===== src/rtl/bidir_link_ctrl_if.sv =====
// Request/response bundle between the core bus logic and the single-wire link controller.
// The core side uses master; the controller uses slave.
interface bidir_link_ctrl_if #(
    parameter int DATA_W = 8
);
    logic              req_valid;
    logic              req_ready;
    logic              req_rd;
    logic [DATA_W-1:0] req_wdata;
    logic              rsp_valid;
    logic [DATA_W-1:0] rsp_rdata;
    logic              rsp_timeout;

    modport master (
        output req_valid, req_rd, req_wdata,
        input  req_ready, rsp_valid, rsp_rdata, rsp_timeout
    );

    modport slave (
        input  req_valid, req_rd, req_wdata,
        output req_ready, rsp_valid, rsp_rdata, rsp_timeout
    );
endinterface


===== src/rtl/bidir_link_ctrl.sv =====
// Initiator for a half-duplex single-wire link: it sends a start bit and then the payload MSB first.
// For a read it releases the wire, hunts for the responder's start bit and then shifts in the reply.
module bidir_link_ctrl #(
    parameter int DATA_W   = 8,
    parameter int TURN_CYC = 2,
    parameter int TIMEOUT  = 16
) (
    input  logic                   clk,
    input  logic                   rst_n,
    bidir_link_ctrl_if.slave       bus,
    output logic                   busy,
    output logic                   pad_oe,
    output logic                   pad_out,
    input  logic                   pad_in
);
    localparam int CNT_W = $clog2(DATA_W + TURN_CYC + TIMEOUT + 1);
    localparam logic [CNT_W-1:0] CNT_ZERO = CNT_W'(0);
    localparam logic [CNT_W-1:0] CNT_ONE  = CNT_W'(1);
    localparam logic [CNT_W-1:0] CNT_BITS = CNT_W'(DATA_W - 1);
    localparam logic [CNT_W-1:0] CNT_TURN = CNT_W'(TURN_CYC - 1);
    localparam logic [CNT_W-1:0] CNT_HUNT = CNT_W'(TIMEOUT - 1);

    typedef enum logic [2:0] {
        S_IDLE  = 3'd0,
        S_START = 3'd1,
        S_SEND  = 3'd2,
        S_TURN  = 3'd3,
        S_HUNT  = 3'd4,
        S_RECV  = 3'd5,
        S_DONE  = 3'd6
    } state_t;

    state_t            state_r, state_s;
    logic [CNT_W-1:0]  cnt_r, cnt_s;
    logic [DATA_W-1:0] shift_r, shift_s;
    logic              rd_r, rd_s;
    logic              oe_r, oe_s;
    logic              out_r, out_s;
    logic              rsp_valid_r, rsp_valid_s;
    logic [DATA_W-1:0] rdata_r, rdata_s;
    logic              timeout_r, timeout_s;

    assign bus.req_ready   = (state_r == S_IDLE);
    assign busy            = (state_r != S_IDLE);
    assign pad_oe          = oe_r;
    assign pad_out         = out_r;
    assign bus.rsp_valid   = rsp_valid_r;
    assign bus.rsp_rdata   = rdata_r;
    assign bus.rsp_timeout = timeout_r;

    // Next-state, datapath and next pad/response values.
    always_comb begin
        state_s   = state_r;
        cnt_s     = cnt_r;
        shift_s   = shift_r;
        rd_s      = rd_r;
        rdata_s   = rdata_r;
        timeout_s = timeout_r;
        case (state_r)
            S_IDLE: begin
                if (bus.req_valid) begin
                    state_s = S_START;
                    shift_s = bus.req_wdata;
                    rd_s    = bus.req_rd;
                end else begin
                    state_s = S_IDLE;
                end
            end
            S_START: begin
                state_s = S_SEND;
                cnt_s   = CNT_BITS;
            end
            S_SEND: begin
                shift_s = {shift_r[DATA_W-2:0], 1'b0};
                if (cnt_r != CNT_ZERO) begin
                    cnt_s = cnt_r - CNT_ONE;
                end else if (rd_r) begin
                    state_s = S_TURN;
                    cnt_s   = CNT_TURN;
                end else begin
                    state_s   = S_DONE;
                    rdata_s   = {DATA_W{1'b0}};
                    timeout_s = 1'b0;
                end
            end
            S_TURN: begin
                if (cnt_r != CNT_ZERO) begin
                    cnt_s = cnt_r - CNT_ONE;
                end else begin
                    state_s = S_HUNT;
                    cnt_s   = CNT_ZERO;
                end
            end
            S_HUNT: begin
                if (pad_in) begin
                    state_s = S_RECV;
                    cnt_s   = CNT_BITS;
                end else if (cnt_r == CNT_HUNT) begin
                    state_s   = S_DONE;
                    rdata_s   = {DATA_W{1'b0}};
                    timeout_s = 1'b1;
                end else begin
                    cnt_s = cnt_r + CNT_ONE;
                end
            end
            S_RECV: begin
                shift_s = {shift_r[DATA_W-2:0], pad_in};
                if (cnt_r != CNT_ZERO) begin
                    cnt_s = cnt_r - CNT_ONE;
                end else begin
                    state_s   = S_DONE;
                    rdata_s   = shift_s;
                    timeout_s = 1'b0;
                end
            end
            S_DONE: begin
                state_s = S_IDLE;
            end
            default: begin
                state_s = S_IDLE;
            end
        endcase

        // Pad and pulse outputs are computed from the next state so the registers line up with it.
        oe_s        = (state_s == S_START) || (state_s == S_SEND);
        rsp_valid_s = (state_s == S_DONE);
        if (state_s == S_START) begin
            out_s = 1'b1;
        end else if (state_s == S_SEND) begin
            out_s = shift_s[DATA_W-1];
        end else begin
            out_s = 1'b0;
        end
    end

    // State, datapath and registered outputs; reset releases the wire at once.
    always_ff @(posedge clk or negedge rst_n) begin
        if (!rst_n) begin
            state_r     <= S_IDLE;
            cnt_r       <= CNT_ZERO;
            shift_r     <= {DATA_W{1'b0}};
            rd_r        <= 1'b0;
            oe_r        <= 1'b0;
            out_r       <= 1'b0;
            rsp_valid_r <= 1'b0;
            rdata_r     <= {DATA_W{1'b0}};
            timeout_r   <= 1'b0;
        end else begin
            state_r     <= state_s;
            cnt_r       <= cnt_s;
            shift_r     <= shift_s;
            rd_r        <= rd_s;
            oe_r        <= oe_s;
            out_r       <= out_s;
            rsp_valid_r <= rsp_valid_s;
            rdata_r     <= rdata_s;
            timeout_r   <= timeout_s;
        end
    end
endmodule

===== src/flat_wrapper.sv =====
// flat-port wrapper written by rule: the top's interface ports become plain ports
module bidir_link_ctrl_flat 
#(
    parameter int DATA_W   = 8,
    parameter int TURN_CYC = 2,
    parameter int TIMEOUT  = 16
)
  (clk, rst_n, busy, pad_oe, pad_out, pad_in, bus_req_valid, bus_req_rd, bus_req_wdata, bus_req_ready, bus_rsp_valid, bus_rsp_rdata, bus_rsp_timeout);
  bidir_link_ctrl_if #(.DATA_W(DATA_W)) bus_i ();
  input  logic clk;
  input  logic rst_n;
  output logic busy;
  output logic pad_oe;
  output logic pad_out;
  input  logic pad_in;
  input wire logic [$bits(bus_i.req_valid)-1:0] bus_req_valid;
  input wire logic [$bits(bus_i.req_rd)-1:0] bus_req_rd;
  input wire logic [$bits(bus_i.req_wdata)-1:0] bus_req_wdata;
  output wire logic [$bits(bus_i.req_ready)-1:0] bus_req_ready;
  output wire logic [$bits(bus_i.rsp_valid)-1:0] bus_rsp_valid;
  output wire logic [$bits(bus_i.rsp_rdata)-1:0] bus_rsp_rdata;
  output wire logic [$bits(bus_i.rsp_timeout)-1:0] bus_rsp_timeout;
  assign bus_i.req_valid = bus_req_valid;
  assign bus_i.req_rd = bus_req_rd;
  assign bus_i.req_wdata = bus_req_wdata;
  assign bus_req_ready = bus_i.req_ready;
  assign bus_rsp_valid = bus_i.rsp_valid;
  assign bus_rsp_rdata = bus_i.rsp_rdata;
  assign bus_rsp_timeout = bus_i.rsp_timeout;
  bidir_link_ctrl #(.DATA_W(DATA_W), .TURN_CYC(TURN_CYC), .TIMEOUT(TIMEOUT)) u_core (.clk(clk), .rst_n(rst_n), .bus(bus_i), .busy(busy), .pad_oe(pad_oe), .pad_out(pad_out), .pad_in(pad_in));
endmodule

===== config.mk =====
export PLATFORM = sky130hd
export DESIGN_NAME = bidir_link_ctrl_flat
export DESIGN_NICKNAME = d
export VERILOG_FILES = /design/src/rtl/bidir_link_ctrl_if.sv /design/src/rtl/bidir_link_ctrl.sv /design/src/flat_wrapper.sv
export SDC_FILE = /design/constraint.sdc
export NUM_CORES = 1
export LEC_CHECK = 0
export CELL_PAD_IN_SITES_DETAIL_PLACEMENT = 0
export CELL_PAD_IN_SITES_GLOBAL_PLACEMENT = 1
export CORE_MARGIN = 1.5
export CORE_UTILIZATION = 43
export CTS_CLUSTER_DIAMETER = 120
export DETAILED_ROUTE_END_ITERATION = 12
export MAX_ROUTING_LAYER = met4
export PLACE_DENSITY = 0.87
export REMOVE_ABC_BUFFERS = 1
export SLEW_MARGIN = 40
export SYNTH_ARGS = -nofsm -noshare
export SYNTH_HDL_FRONTEND = slang
export SYNTH_SLANG_ARGS = --single-unit

===== constraint.sdc =====
create_clock -name clk -period 3.5 [get_ports clk]
set_input_delay 0.875 -clock clk [delete_from_list [all_inputs] [get_ports clk]]
set_output_delay 0.875 -clock clk [all_outputs]
set_load 0.005 [all_outputs]

* Word level (Yosys, flattened, before mapping)
Cells that the tools add are included.
Word-level totals: memory bits (writable) 0, memories kept 0, logic and storage cells 72, output and inout port bits 14, bits of input ports 13, bits in latches 0, register bits after elaboration 29, ROM bits 0
Cells by class: multiplexer cells 31, multipliers 0, shifts and indexed selects 0, div/mod/pow operators 0, $add $sub $neg 2, reductions and logical operators 11, order comparisons 0, equal/unequal tests 18, bitwise operators 0
Operators with widths (count):
- two-way mux 8 bit | 6
- case mux 8 bit (3 select lines) | 2
- two-way mux 5 bit | 6
- case mux 5 bit (5 select lines) | 1
- two-way mux 3 bit | 6
- case mux 3 bit (6 select lines) | 1
- != test 2 bit, second input constant | 5
- nonzero test 5 bit | 2
- equality test 3 x 2 -> 1 bit, second input constant | 3
- equality test 3 bit, second input constant | 3
- nonzero test 3 bit | 3
- two-way mux 1 bit | 8
- equality test 3 x 1 -> 1 bit, second input constant | 2
- AND reduction 6 bit | 1
- adder 5 x 1 -> 5 bit, second input constant | 1
- equality test 5 x 4 -> 1 bit, second input constant | 1
- subtractor 5 x 1 -> 5 bit, second input constant | 1
- != test 2 x 1 -> 1 bit, second input constant | 2
- AND reduction 2 bit | 2
- AND reduction 4 bit | 1
- logical NOT 3 bit | 1
- != test 3 x 1 -> 1 bit, second input constant | 1
- != test 3 bit, second input constant | 1
- case mux 1 bit (3 select lines) | 1
- logical OR 1 bit | 1

* Longest topological paths before layout
depth after elaboration 7, mapped depth 9, gate-level depth less buffers 8

* Worst setup path before layout
Ideal clock, no wire load.
kind in2reg, from input port pad_in, to register u_core.cnt_r[2], arrival 1.914 ns, path slack 1.476 ns, required time 3.390 ns, library setup time 0.110 ns, path buffers 1, stages 5, path through clkbuf_1 > nor2b_1 > o21ai_0 > o211ai_4 > o41ai_1
Between the ends: longest elaborated chain between the ends 2, elaborated cells on any way between the ends 4, classes of those cells eq/ne: 1; mux: 2; reduce/logical: 1
RTL lines:
- from (decl) | RTL line flat_wrapper.sv:15 | input logic pad_in;
- two-way mux 5 bit / != test 3 bit (equally long branches)
- case mux 5 bit (5 select lines) / AND reduction 4 bit (equally long branches)
- to (signal assigned) | RTL line bidir_link_ctrl.sv:150 | cnt_r <= cnt_s;
- to (decl) | RTL line bidir_link_ctrl.sv:34 | logic [CNT_W-1:0] cnt_r, cnt_s;
Several ways; a longest one is shown, not always the timed one. A chain may end at the register's enable or synchronous reset.

* Worst setup path after layout
from register u_core.state_r[1], to output port bus_req_ready
Between the ends: longest elaborated chain between the ends 1
RTL lines:
- from (decl) | RTL line bidir_link_ctrl.sv:33 | state_t state_r, state_s;
- from (signal assigned) | RTL line bidir_link_ctrl.sv:149 | state_r <= state_s;
- logical NOT 3 bit | RTL line bidir_link_ctrl.sv:43 | assign bus.req_ready = (state_r == S_IDLE);
- to (decl) | RTL line flat_wrapper.sv:19 | output wire logic [$bits(bus_i.req_ready)-1:0] bus_req_ready;
Every way passes these cells.

==> results.ini <==
[synthesis]
synth_top_cell_by_area=dfrtp_1
synth_area_leaders=dfrtp_1, o21ai_0, nand2_1, a22oi_1, a21oi_1
synth-edff-count=0
synth_cell_types=44
ys_top_cells_by_count=dfrtp_1, nand2_1, o21ai_0
ys_seq_area_share_pct=43.3
ys_warn_count=0
syn_area_sq_um=1670
ys_async_sr_fraction_pct=100
synth_seq_cells=29
avgSynthCellArea_sq_um=9.00
syn_inst=186
ys.flop_type=dfrtp_1
synth.most_common_cell=dfrtp_1
synth_top_area_share_pct=43.3

[detailed_routing]
drc=0
vias=1481
top_layer_used=met4
vias_per_cell=5.70
drt_pass1_iterations=4
m1WireLength_mm=1.93
wl_met3_um=202
met2_wirelength_mm=1.89
wl_per_cell_um=15.7
dr.first_iter.drc_count=98
routed_wl_mm=4.08
drt.antenna.violating_nets=0

[setup_path]
cp_max_fo=15
worst-path-buf-inv=1
r2r_slack_ps=1170
criticalPathCategory=flip-flop to output port
worstReg2RegStart=u_core.cnt_r[0]$_DFFE_PN0P_
cp-startpoint=u_core.state_r[1]$_DFF_PN0_
slowest_delay_ps=620
crit_cells=2
crit_slowest_cell=clkdlybuf4s50_1
required_ps=2620
cp.arrival_ps=2010
cpLargestDelayFamily=buffers and inverters
crit_end=bus_req_ready
critPathCaptureType=output port
worst_setup_path_start_kind=flip-flop
r2r-end=u_core.cnt_r[4]$_DFFE_PN0P_
crit_chain=nor3_1 -> clkdlybuf4s50_1
rr_worst_depth=8

[sta]
finClkSkew_ps=5.68
whs_ps=478
setup_viol=0
slew_viol_final=0
fin_setup_tns_ps=0
fin_ws_ps=614
fmax_mhz=347
rsz0062_at_grt=false
maxSlewHeadroom_pct=54.2
period_needed_ps=2890
worst_pin_slew_ps=685
period_share_pct=82.4
hold_viol=0

[clocking]
tritoncts=done
clkTransAtPathRegs_ps=60
clockBufferDepth=2
htree_levels=2
numCtsBuffers=5
hold_buffers=0
clk_latency_ps=280
cts_resized=0
post_cts_buffers=0
root_buffer=clkbuf_8
cts.sinks=29

[placed_design]
io_buffers=26
post-place-ws_ps=829
gp_congestion=0.843
hpwl_mm=2.84
dpl_cell_area_sq_um=1960
dp.cells=252

[global_route]
first_global_vias=1466
gr-total-overflow=0
antenna_found_initial=0
grt_usage_pct=22.6
grt_pass1_wl_mm=7.20
grt_max_degree=30

[die]
die_h_um=65.4
initial_core_util_pct=45.4
num_io_pins=27
die_w_um=65.4
die-area_sq_um=4280
fp.coreArea_sq_um=3690
rows=22

[finish]
diodes=0
nNetsFinal=228
layout-drive-gt1-share_pct=10.8
nFillCells=358
fin_cells=260
postLayoutCoreUtil_pct=56.6
design_area_sq_um=2090
area_delta_synth_final_pct=24.8

[outcome]
outcome=finished, final reports clean

[run]
cap_violations=0

[power]
vdd_drop_max_mv=0.398
p_per_area_nw_per_um2=862
finalPower_mw=1.80
p_leak_nw=0.848

[worst_hold_path]
hold_class=flip-flop to flip-flop
holdCritStartpoint=u_core.bus.rsp_rdata[0]$_DFFE_PN0P_

-- worst min path at each step --
stage	endpoint	slack, ps	cells past startpoint
after floorplan	u_core.bus.rsp_rdata[0]$_DFFE_PN0P_	470	2
after global placement	u_core.bus.rsp_rdata[5]$_DFFE_PN0P_	460	2
after detailed placement	u_core.bus.rsp_rdata[0]$_DFFE_PN0P_	470	2
after CTS	u_core.bus.rsp_rdata[0]$_DFFE_PN0P_	490	2
after global routing	u_core.bus.rsp_rdata[0]$_DFFE_PN0P_	510	2
final	u_core.bus.rsp_rdata[0]$_DFFE_PN0P_	480	2
-- cell usage in the layout, fill, tap and decap left out, types with 2 or more instances in the layout --
cell type	n
a21oi_1	13
a21oi_2	2
a22o_1	2
a22oi_1	13
a32oi_1	2
buf_4	3
bufinv_16	2
clkbuf_8	5
clkdlybuf4s50_1	26
dfrtp_1	29
ha_1	4
inv_1	8
mux2i_1	2
nand2_1	27
nand3_1	3
nor2_1	12
nor2b_1	4
nor3_1	3
o21ai_0	24
o22a_1	2
o22ai_1	3
-- layout make-up --
| type | count | area [sq um] | share of cell area (%) |
|---|---|---|---|
| inverter | 8 | 30.0 | 1.44 |
| clock inverter | 3 | 65.1 | 3.11 |
| tap | 48 | 60.1 | 2.87 |
| multi-input combinational | 138 | 857 | 41.0 |
| timing repair buffer | 29 | 283 | 13.5 |
| sequential | 29 | 726 | 34.7 |
| clock buffer | 5 | 68.8 | 3.29 |
-- per-layer routing --
metal / vias to the layer above / global-route usage (%)
met3: 4 / 4.62
li1: 721 / -
met1: 713 / 31.0
met5: - / -
met2: 43 / 33.0
met4: 0 / 8.85
-- kinds of logic after synthesis --
| kind of cell | count (synthesis) | share of synthesized area (%) |
|---|---|---|
| compound gates | 72 | 29.0 |
| fa+ha+maj | 4 | 2.99 |
| buf+inv | 19 | 5.46 |
| flops | 29 | 43.3 |
| mux | 3 | 1.87 |
| simple gates | 59 | 17.3 |
-- worst min-delay path, cell delays in order (launching register included) --
cell     delay, ps
dfrtp_1        340
nand2_1         40
o21ai_0         60
-- power breakdown --
group          switching, mW  internal, mW
registers              0.140         0.470
clock network          0.130         0.283
logic                  0.409         0.370
-- sequential cells by signal, indices dropped and copies added, names as in the netlist --
name / count
u_core.shift_r: 8
u_core.bus.rsp_rdata: 8
u_core.pad_oe: 1
u_core.bus.rsp_valid: 1
u_core.pad_out: 1
u_core.cnt_r: 5
u_core.rd_r: 1
u_core.state_r: 3
u_core.bus.rsp_timeout: 1
(Power assumes the default switching activity.)
